--- src/rtl/led_hex_pkg.sv ---
// Shared constants and helpers for the led_hex_scan multiplexed 7-segment driver.
package led_hex_pkg;

  // Active-high gfedcba patterns for hex digits 0..F
  localparam logic [6:0] SEG_TABLE [16] = '{
    7'h3F, 7'h06, 7'h5B, 7'h4F, 7'h66, 7'h6D, 7'h7D, 7'h07,
    7'h7F, 7'h6F, 7'h77, 7'h7C, 7'h39, 7'h5E, 7'h79, 7'h71
  };

  function automatic logic [6:0] hex_to_seg(input logic [3:0] nibble);
    return SEG_TABLE[nibble];
  endfunction

  // Counter width able to hold 0..n-1, never narrower than one bit
  function automatic int cnt_width(input int n);
    return (n <= 2) ? 1 : $clog2(n);
  endfunction

endpackage

--- src/rtl/led_hex_pwm.sv ---
// Brightness window for one digit slot: anode enabled for
// BLANK_CYCLES <= p < BLANK_CYCLES + ((PRESCALE-BLANK_CYCLES)*(brightness+1))>>4.
module led_hex_pwm
  import led_hex_pkg::*;
#(
  parameter int PRESCALE     = 1024,
  parameter int BLANK_CYCLES = 16,
  parameter int PW           = cnt_width(PRESCALE)
) (
  input  logic [PW-1:0] p,
  input  logic [3:0]    brightness,
  output logic          an_en
);

  // Four extra bits hold W*16 without overflow; one more keeps the sum safe
  localparam int EW = PW + 5;
  localparam int W  = PRESCALE - BLANK_CYCLES;

  logic [EW-1:0] prod;
  logic [EW-1:0] on_time;
  logic [EW-1:0] p_ext;

  always_comb begin
    prod    = EW'(W) * EW'({1'b0, brightness} + 5'd1);
    on_time = prod >> 4;
    p_ext   = EW'(p);
    an_en   = (p_ext >= EW'(BLANK_CYCLES)) && (p_ext < EW'(BLANK_CYCLES) + on_time);
  end

endmodule

--- src/rtl/led_hex_scan.sv ---
// N-digit multiplexed hex display driver with blanking, PWM and frame-synchronised loads.
// Optional macro LED_HEX_LEADING_ZERO_BLANK_EN blanks leading zero digits.
module led_hex_scan
  import led_hex_pkg::*;
#(
  parameter int DIGITS         = 4,
  parameter int PRESCALE       = 1024,
  parameter int BLANK_CYCLES   = 16,
  parameter bit SEG_ACTIVE_LOW = 1'b1,
  parameter bit AN_ACTIVE_LOW  = 1'b1
) (
  input  logic                  sclk,
  input  logic                  reset,
  input  logic [4*DIGITS-1:0]   number,
  input  logic [DIGITS-1:0]     dp,
  input  logic                  load,
  input  logic [3:0]            brightness,
  output logic [7:0]            led_c,
  output logic [DIGITS-1:0]     led_a,
  output logic                  frame
);

  localparam int PW = cnt_width(PRESCALE);
  localparam int DW = cnt_width(DIGITS);
  localparam logic [PW-1:0]     P_LAST  = PW'(PRESCALE - 1);
  localparam logic [DW-1:0]     D_LAST  = DW'(DIGITS - 1);
  localparam logic [7:0]        SEG_OFF = SEG_ACTIVE_LOW ? 8'hFF : 8'h00;
  localparam logic [DIGITS-1:0] AN_OFF  = AN_ACTIVE_LOW ? {DIGITS{1'b1}} : {DIGITS{1'b0}};

  logic [PW-1:0]         p;
  logic [DW-1:0]         d;
  logic                  slot_end;
  logic                  frame_end;

  logic [4*DIGITS-1:0]   pend_num;
  logic [DIGITS-1:0]     pend_dp;
  logic                  pending;
  logic [4*DIGITS-1:0]   disp_num;
  logic [DIGITS-1:0]     disp_dp;

  logic [3:0]            nib;
  logic                  dig_dp;
  logic                  blank;
  logic                  an_en;
  logic [7:0]            seg_hi;
  logic [DIGITS-1:0]     an_hi;

  assign slot_end  = (p == P_LAST);
  assign frame_end = slot_end && (d == D_LAST);

  // NOTE: every clocked process uses non-blocking assignments so all flops
  // sample the pre-edge values and simulation matches the synthesised netlist.
  always_ff @(posedge sclk or posedge reset) begin
    if (reset) begin
      p <= '0;
      d <= '0;
    end else if (slot_end) begin
      p <= '0;
      d <= (d == D_LAST) ? '0 : d + DW'(1);
    end else begin
      p <= p + PW'(1);
    end
  end

  // NOTE: the buffers are a handful of flops, not a RAM, so they take the
  // reset like any other register and a reset discards any pending value.
  always_ff @(posedge sclk or posedge reset) begin
    if (reset) begin
      pend_num <= '0;
      pend_dp  <= '0;
      pending  <= 1'b0;
      disp_num <= '0;
      disp_dp  <= '0;
    end else begin
      if (frame_end && pending) begin
        disp_num <= pend_num;
        disp_dp  <= pend_dp;
        pending  <= 1'b0;
      end
      // A load in the boundary cycle lands in pending after the old value moved on
      if (load) begin
        pend_num <= number;
        pend_dp  <= dp;
        pending  <= 1'b1;
      end
    end
  end

  led_hex_pwm #(
    .PRESCALE     (PRESCALE),
    .BLANK_CYCLES (BLANK_CYCLES),
    .PW           (PW)
  ) u_pwm (
    .p          (p),
    .brightness (brightness),
    .an_en      (an_en)
  );

  // NOTE: each comb output gets a default before the loop so no path
  // leaves it unassigned and no latch is inferred.
  always_comb begin
    nib    = '0;
    dig_dp = 1'b0;
    an_hi  = '0;
    for (int i = 0; i < DIGITS; i++) begin
      if (DW'(i) == d) begin
        nib    = disp_num[4*(DIGITS-1-i) +: 4];
        dig_dp = disp_dp[DIGITS-1-i];
      end
      // Digit 0 drives the top anode bit, matching the number/dp ordering
      an_hi[DIGITS-1-i] = an_en && (DW'(i) == d);
    end
  end

`ifdef LED_HEX_LEADING_ZERO_BLANK_EN
  logic zero_run;

  always_comb begin
    blank    = 1'b0;
    zero_run = 1'b1;
    for (int i = 0; i < DIGITS - 1; i++) begin
      zero_run = zero_run && (disp_num[4*(DIGITS-1-i) +: 4] == 4'h0);
      if (DW'(i) == d) blank = zero_run;
    end
  end
`else
  assign blank = 1'b0;
`endif

  assign seg_hi = {dig_dp, blank ? 7'h00 : hex_to_seg(nib)};

  always_ff @(posedge sclk or posedge reset) begin
    if (reset) begin
      led_c <= SEG_OFF;
      led_a <= AN_OFF;
      frame <= 1'b0;
    end else begin
      led_c <= SEG_ACTIVE_LOW ? ~seg_hi : seg_hi;
      led_a <= AN_ACTIVE_LOW ? ~an_hi : an_hi;
      frame <= frame_end;
    end
  end

endmodule

--- config.mk ---
export PLATFORM = sky130hd
export DESIGN_NAME = led_hex_scan
export DESIGN_NICKNAME = d
export VERILOG_FILES = /design/src/rtl/led_hex_pkg.sv /design/src/rtl/led_hex_pwm.sv /design/src/rtl/led_hex_scan.sv
export SDC_FILE = /design/constraint.sdc
export NUM_CORES = 1
export LEC_CHECK = 0
export BUFFER_PORTS_ARGS = -buffer_cell sky130_fd_sc_hd__clkbuf_2
export CAP_MARGIN = 10
export CORE_UTILIZATION = 64
export CTS_CLUSTER_DIAMETER = 200
export DETAILED_ROUTE_END_ITERATION = 10
export GPL_TIMING_DRIVEN = 0
export PLACE_DENSITY = 0.9
export RECOVER_POWER = 100
export SETUP_SLACK_MARGIN = 0.02
export SLEW_MARGIN = 25
export SYNTH_ARGS = -nofsm -noshare
export SYNTH_HDL_FRONTEND = slang
export SYNTH_SLANG_ARGS = --single-unit
--- constraint.sdc ---
create_clock -name sclk -period 4.4 [get_ports sclk]
set_clock_uncertainty 0.05 [all_clocks]
set_input_delay 0.22 -clock sclk [delete_from_list [all_inputs] [get_ports sclk]]
set_output_delay 0.22 -clock sclk [all_outputs]
set_load 0.05 [all_outputs]
==> impl_metrics.csv <==
group,metric,value,unit
cells_and_area,finalCoreUtilization,0.818,
die,placementRows,28,
yosys,synth_register_bits,66,
yosys,syn_area_per_cell,11.2,um2
timing,headroom_to_the_max_slew_limit,-0.656,
cells_and_area,drive_above_1_share,0.345,
detailed_routing,drt_drc_violations_left,0,
detailed_routing,drt.antenna.violating_nets,0,
critical_path,critical_path.reg2reg.startpoint,"d[1]$_DFFE_PP0N_",
yosys,synth_enable_flop_cells,0,
power_and_ir_drop,vdd_drop_max,0.349,mV
global_routing,grt_start_max_net_pins,48,
timing,layout_worst_path_cycle_share,1.17,
detailed_routing,final_wirelength,10600,um
cts,tritoncts,"built",
detailed_routing,wl_per_cell,20.7,um
die,design.core.area,0.00603,mm2
die,floorplan.initialDensity,0.676,
min_path,hold_path.class,"in2reg",
critical_path,reg2regPathDepth,12,
die,floorplan.die.width,81.8,um
cells_and_area,final_design_area_no_fill,0.00493,mm2
die,design.die.area,0.00668,mm2
cts,cts_sinks,66,
critical_path,cp-start-kind,"input pin",
cells_and_area,multiInputGateArea,0.00240,mm2
yosys,synth_async_sr_flop_share,1.00,
timing,layout_min_cycle_time,5160,ps
timing,grt_setup_unrepaired,"true",
critical_path,r2r_slack,1520,ps
critical_path,timing.setup.critical_path_class,"in2reg",
timing,worst_slew_pin_slew,2480,ps
cells_and_area,register_area,0.00167,mm2
yosys,synth_unique_cells,57,
run,maxcap_violations,1,
min_path,whs_endpoint,"pend_dp[3]$_DFFE_PP0P_",
die,num_io_pins,40,
detailed_routing,drt_first_iter_violations,173,
global_routing,grt_first_pass_wirelength,14700,um
timing,timing_hold_violations_final,0,
critical_path,critical_path.reg2reg.endpoint,"led_c[6]$_DFF_PP1_",
detailed_routing,via_count,3272,
yosys,synth-warning-count,0,
placement,post-place-ws,-1170,ps
global_routing,globalRouteTotalUtil,0.298,
cells_and_area,antenna_diode_count,0,
min_path,min_path_cells,2,
placement,port_buffers,39,
global_routing,grt_overflow_total,0,
power_and_ir_drop,leakage,2.38,nW
timing,crit_path_setup_slack_layout,-760,ps
critical_path,endpoint_kind,"flip-flop",
cells_and_area,final_cells,510,
detailed_routing,detail_route.first_pass.iterations,5,
timing,final-setup-viol-count,4,
timing,final.hold.worst_slack,43.1,ps
placement,gp_routability_congestion,0.763,
status,violations,"capacitance limit, slew limit, setup timing",
power_and_ir_drop,power_density,521,mW/mm2
cts,cts_root_buf,"sky130_fd_sc_hd__clkbuf_8",
yosys,post_synth_instance_area,0.00407,mm2
min_path,worst_hold_startpoint,"dp[3]",
yosys,syn-num-nets,441,
cells_and_area,layout.cells.most_common,"sky130_fd_sc_hd__dfrtp_1",
timing,fmax,194,MHz
critical_path,worst_ep_required_time,4590,ps
status,outcome,"finished with violations",
yosys,register_area_share_after_synthesis,0.409,
timing,report.final.slew_viol_count,48,
cts,clk_pin_slew_worst_paths,80,ps
placement,placed_cells_incl_taps,478,
cts,clk-insertion-delay-late,350,ps
yosys,ys_dominant_reg_cell,"sky130_fd_sc_hd__dfrtp_1",
global_routing,antenna_found_initial,0,
die,dieHeight,81.8,um
global_routing,grt_pass1_vias,3258,
cells_and_area,fill_cells,329,
placement,place_area,0.00442,mm2
cts,cts.htree.levels,3,
placement,post-dp-hpwl,5780,um
yosys,synth_cells,363,
cells_and_area,area.growth.synth_to_final,21.1,%
cts,tritoncts.num_buffers,9,
critical_path,worstPathArrival,5350,ps
cts,clk_path_buf_depth,2,
detailed_routing,avgViaCountPerCell,6.42,
cells_and_area,most-common-layout-cells,"54 x sky130_fd_sc_hd__dfrtp_1, 40 x sky130_fd_sc_hd__mux2_2, 37 x sky130_fd_sc_hd__ha_1, 29 x sky130_fd_sc_hd__inv_1",
critical_path,crit_fanout,4,
cells_and_area,fin_nets,508,
-- worst max-delay path, cell delays in order --
cell	delay (ps)
sky130_fd_sc_hd__clkbuf_16	110
sky130_fd_sc_hd__and2_4	150
sky130_fd_sc_hd__nand2_4	60
sky130_fd_sc_hd__xnor2_4	160
sky130_fd_sc_hd__inv_2	80
sky130_fd_sc_hd__fa_1	600
sky130_fd_sc_hd__inv_2	70
sky130_fd_sc_hd__fa_1	490
sky130_fd_sc_hd__fa_1	520
sky130_fd_sc_hd__inv_2	60
sky130_fd_sc_hd__ha_4	190
sky130_fd_sc_hd__a211oi_4	300
sky130_fd_sc_hd__nor2_2	100
sky130_fd_sc_hd__nor2_1	140
sky130_fd_sc_hd__ha_2	200
sky130_fd_sc_hd__nand3_2	90
sky130_fd_sc_hd__nor2_2	160
sky130_fd_sc_hd__xnor2_1	150
sky130_fd_sc_hd__ha_1	310
sky130_fd_sc_hd__a2111oi_4	340
sky130_fd_sc_hd__o21ai_1	160
sky130_fd_sc_hd__a21oi_2	180
sky130_fd_sc_hd__a21o_1	160
sky130_fd_sc_hd__a211o_2	170
sky130_fd_sc_hd__nand4_1	160
-- cell usage after synthesis, types with 3 or more instances --
cell type | number | area [um2]
sky130_fd_sc_hd__dfrtp_1 | 54 | 1350
sky130_fd_sc_hd__ha_1 | 42 | 526
sky130_fd_sc_hd__mux2_2 | 42 | 473
sky130_fd_sc_hd__inv_1 | 33 | 124
sky130_fd_sc_hd__nor2_1 | 21 | 78.8
sky130_fd_sc_hd__nand2_1 | 19 | 71.3
sky130_fd_sc_hd__dfstp_2 | 12 | 315
sky130_fd_sc_hd__o21ai_0 | 12 | 60.1
sky130_fd_sc_hd__a21oi_1 | 10 | 50.1
sky130_fd_sc_hd__fa_1 | 9 | 180
sky130_fd_sc_hd__nor2b_1 | 9 | 56.3
sky130_fd_sc_hd__xor2_1 | 9 | 78.8
sky130_fd_sc_hd__nand3_1 | 7 | 35.0
sky130_fd_sc_hd__xnor2_1 | 7 | 61.3
sky130_fd_sc_hd__a21o_1 | 6 | 45.0
sky130_fd_sc_hd__a221oi_1 | 6 | 52.6
sky130_fd_sc_hd__nor3_1 | 6 | 30.0
sky130_fd_sc_hd__nand4_1 | 5 | 31.3
sky130_fd_sc_hd__o21a_1 | 3 | 22.5
-- how the worst max path moves through the flow --
stage	slack (ps)	from	depth (start not counted)	endpoint
2_1_floorplan	-440	brightness[1]	22	led_a[2]$_DFF_PP1_
3_3_place_gp	-1100	brightness[1]	25	led_a[3]$_DFF_PP1_
3_5_place_dp	-1170	brightness[1]	25	led_a[0]$_DFF_PP1_
4_1_cts	-440	brightness[2]	23	led_a[3]$_DFF_PP1_
5_1_grt	-930	brightness[1]	25	led_a[3]$_DFF_PP1_
6_report	-760	brightness[1]	25	led_a[3]$_DFF_PP1_
-- routing by layer --
| metal | vias to the layer above | share of wire | global-route usage |
|---|---|---|---|
| met1 | 1597 | 0.37 | 0.330 |
| met3 | 75 | 0.068 | 0.0889 |
| met2 | 205 | 0.51 | 0.518 |
| li1 | 1395 | - | - |
| met4 | 0 | 0.055 | 0.149 |
| met5 | - | 0 | 0 |
-- where the power goes --
group / switching, W / leakage [nW] / internal, W / total, W
sequential: 0.0000103 / 0.814 / 0.000628 / 0.000638
combinational: 0.000780 / 1.45 / 0.000560 / 0.00134
clock: 0.000263 / 0.112 / 0.000325 / 0.000587
total: 0.00105 / 2.38 / 0.00151 / 0.00257
-- timing repair --
action | CTS | global route
resized for setup | 26 | 16
buffers inserted | 5 | 10
pin swaps | 18 | 9
hold buffers | 1 | 0
cloned | 0 | 0
setup endpoints to repair | 4 | 4
hold endpoints to repair | 11 | 0
-- flip-flops by register name (all words and copies together), names as in the netlist, 2 cells and up --
name and flops:
d 2, disp_dp 4, disp_num 16, led_a 4
led_c 8, p 10, pend_dp 4, pend_num 16
-- metrics by stage --
step | power (W) | setup TNS [ps]
global placement | 0.00152 | -4350
floorplan | 0.00139 | -1720
CTS | 0.00224 | -1650
global route | 0.00267 | -3620
detailed placement | 0.00158 | -4630
finish | 0.00257 | -2890
-- area by class of cell --
| cell class | instances | share of cell area |
|---|---|---|
| Multi-Input combinational cell | 254 | 0.487 |
| Sequential cell | 66 | 0.338 |
| Timing Repair Buffer | 56 | 0.0736 |
| Inverter | 34 | 0.0261 |
| Clock buffer | 9 | 0.0251 |
| Clock inverter | 7 | 0.0206 |
| Tap cell | 75 | 0.0190 |
| Buffer | 9 | 0.0107 |
-- kinds of logic after synthesis --
| logic type | synth area share |
|---|---|
| AO/OA/AOI/OAI | 0.111 |
| AND/OR/NAND/NOR | 0.104 |
| XOR/XNOR | 0.0344 |
| adder cells (fa/ha/maj) | 0.173 |
| buffers and inverters | 0.0489 |
| flip-flops | 0.409 |
| multiplexers | 0.119 |
(Power assumes the default switching activity.)
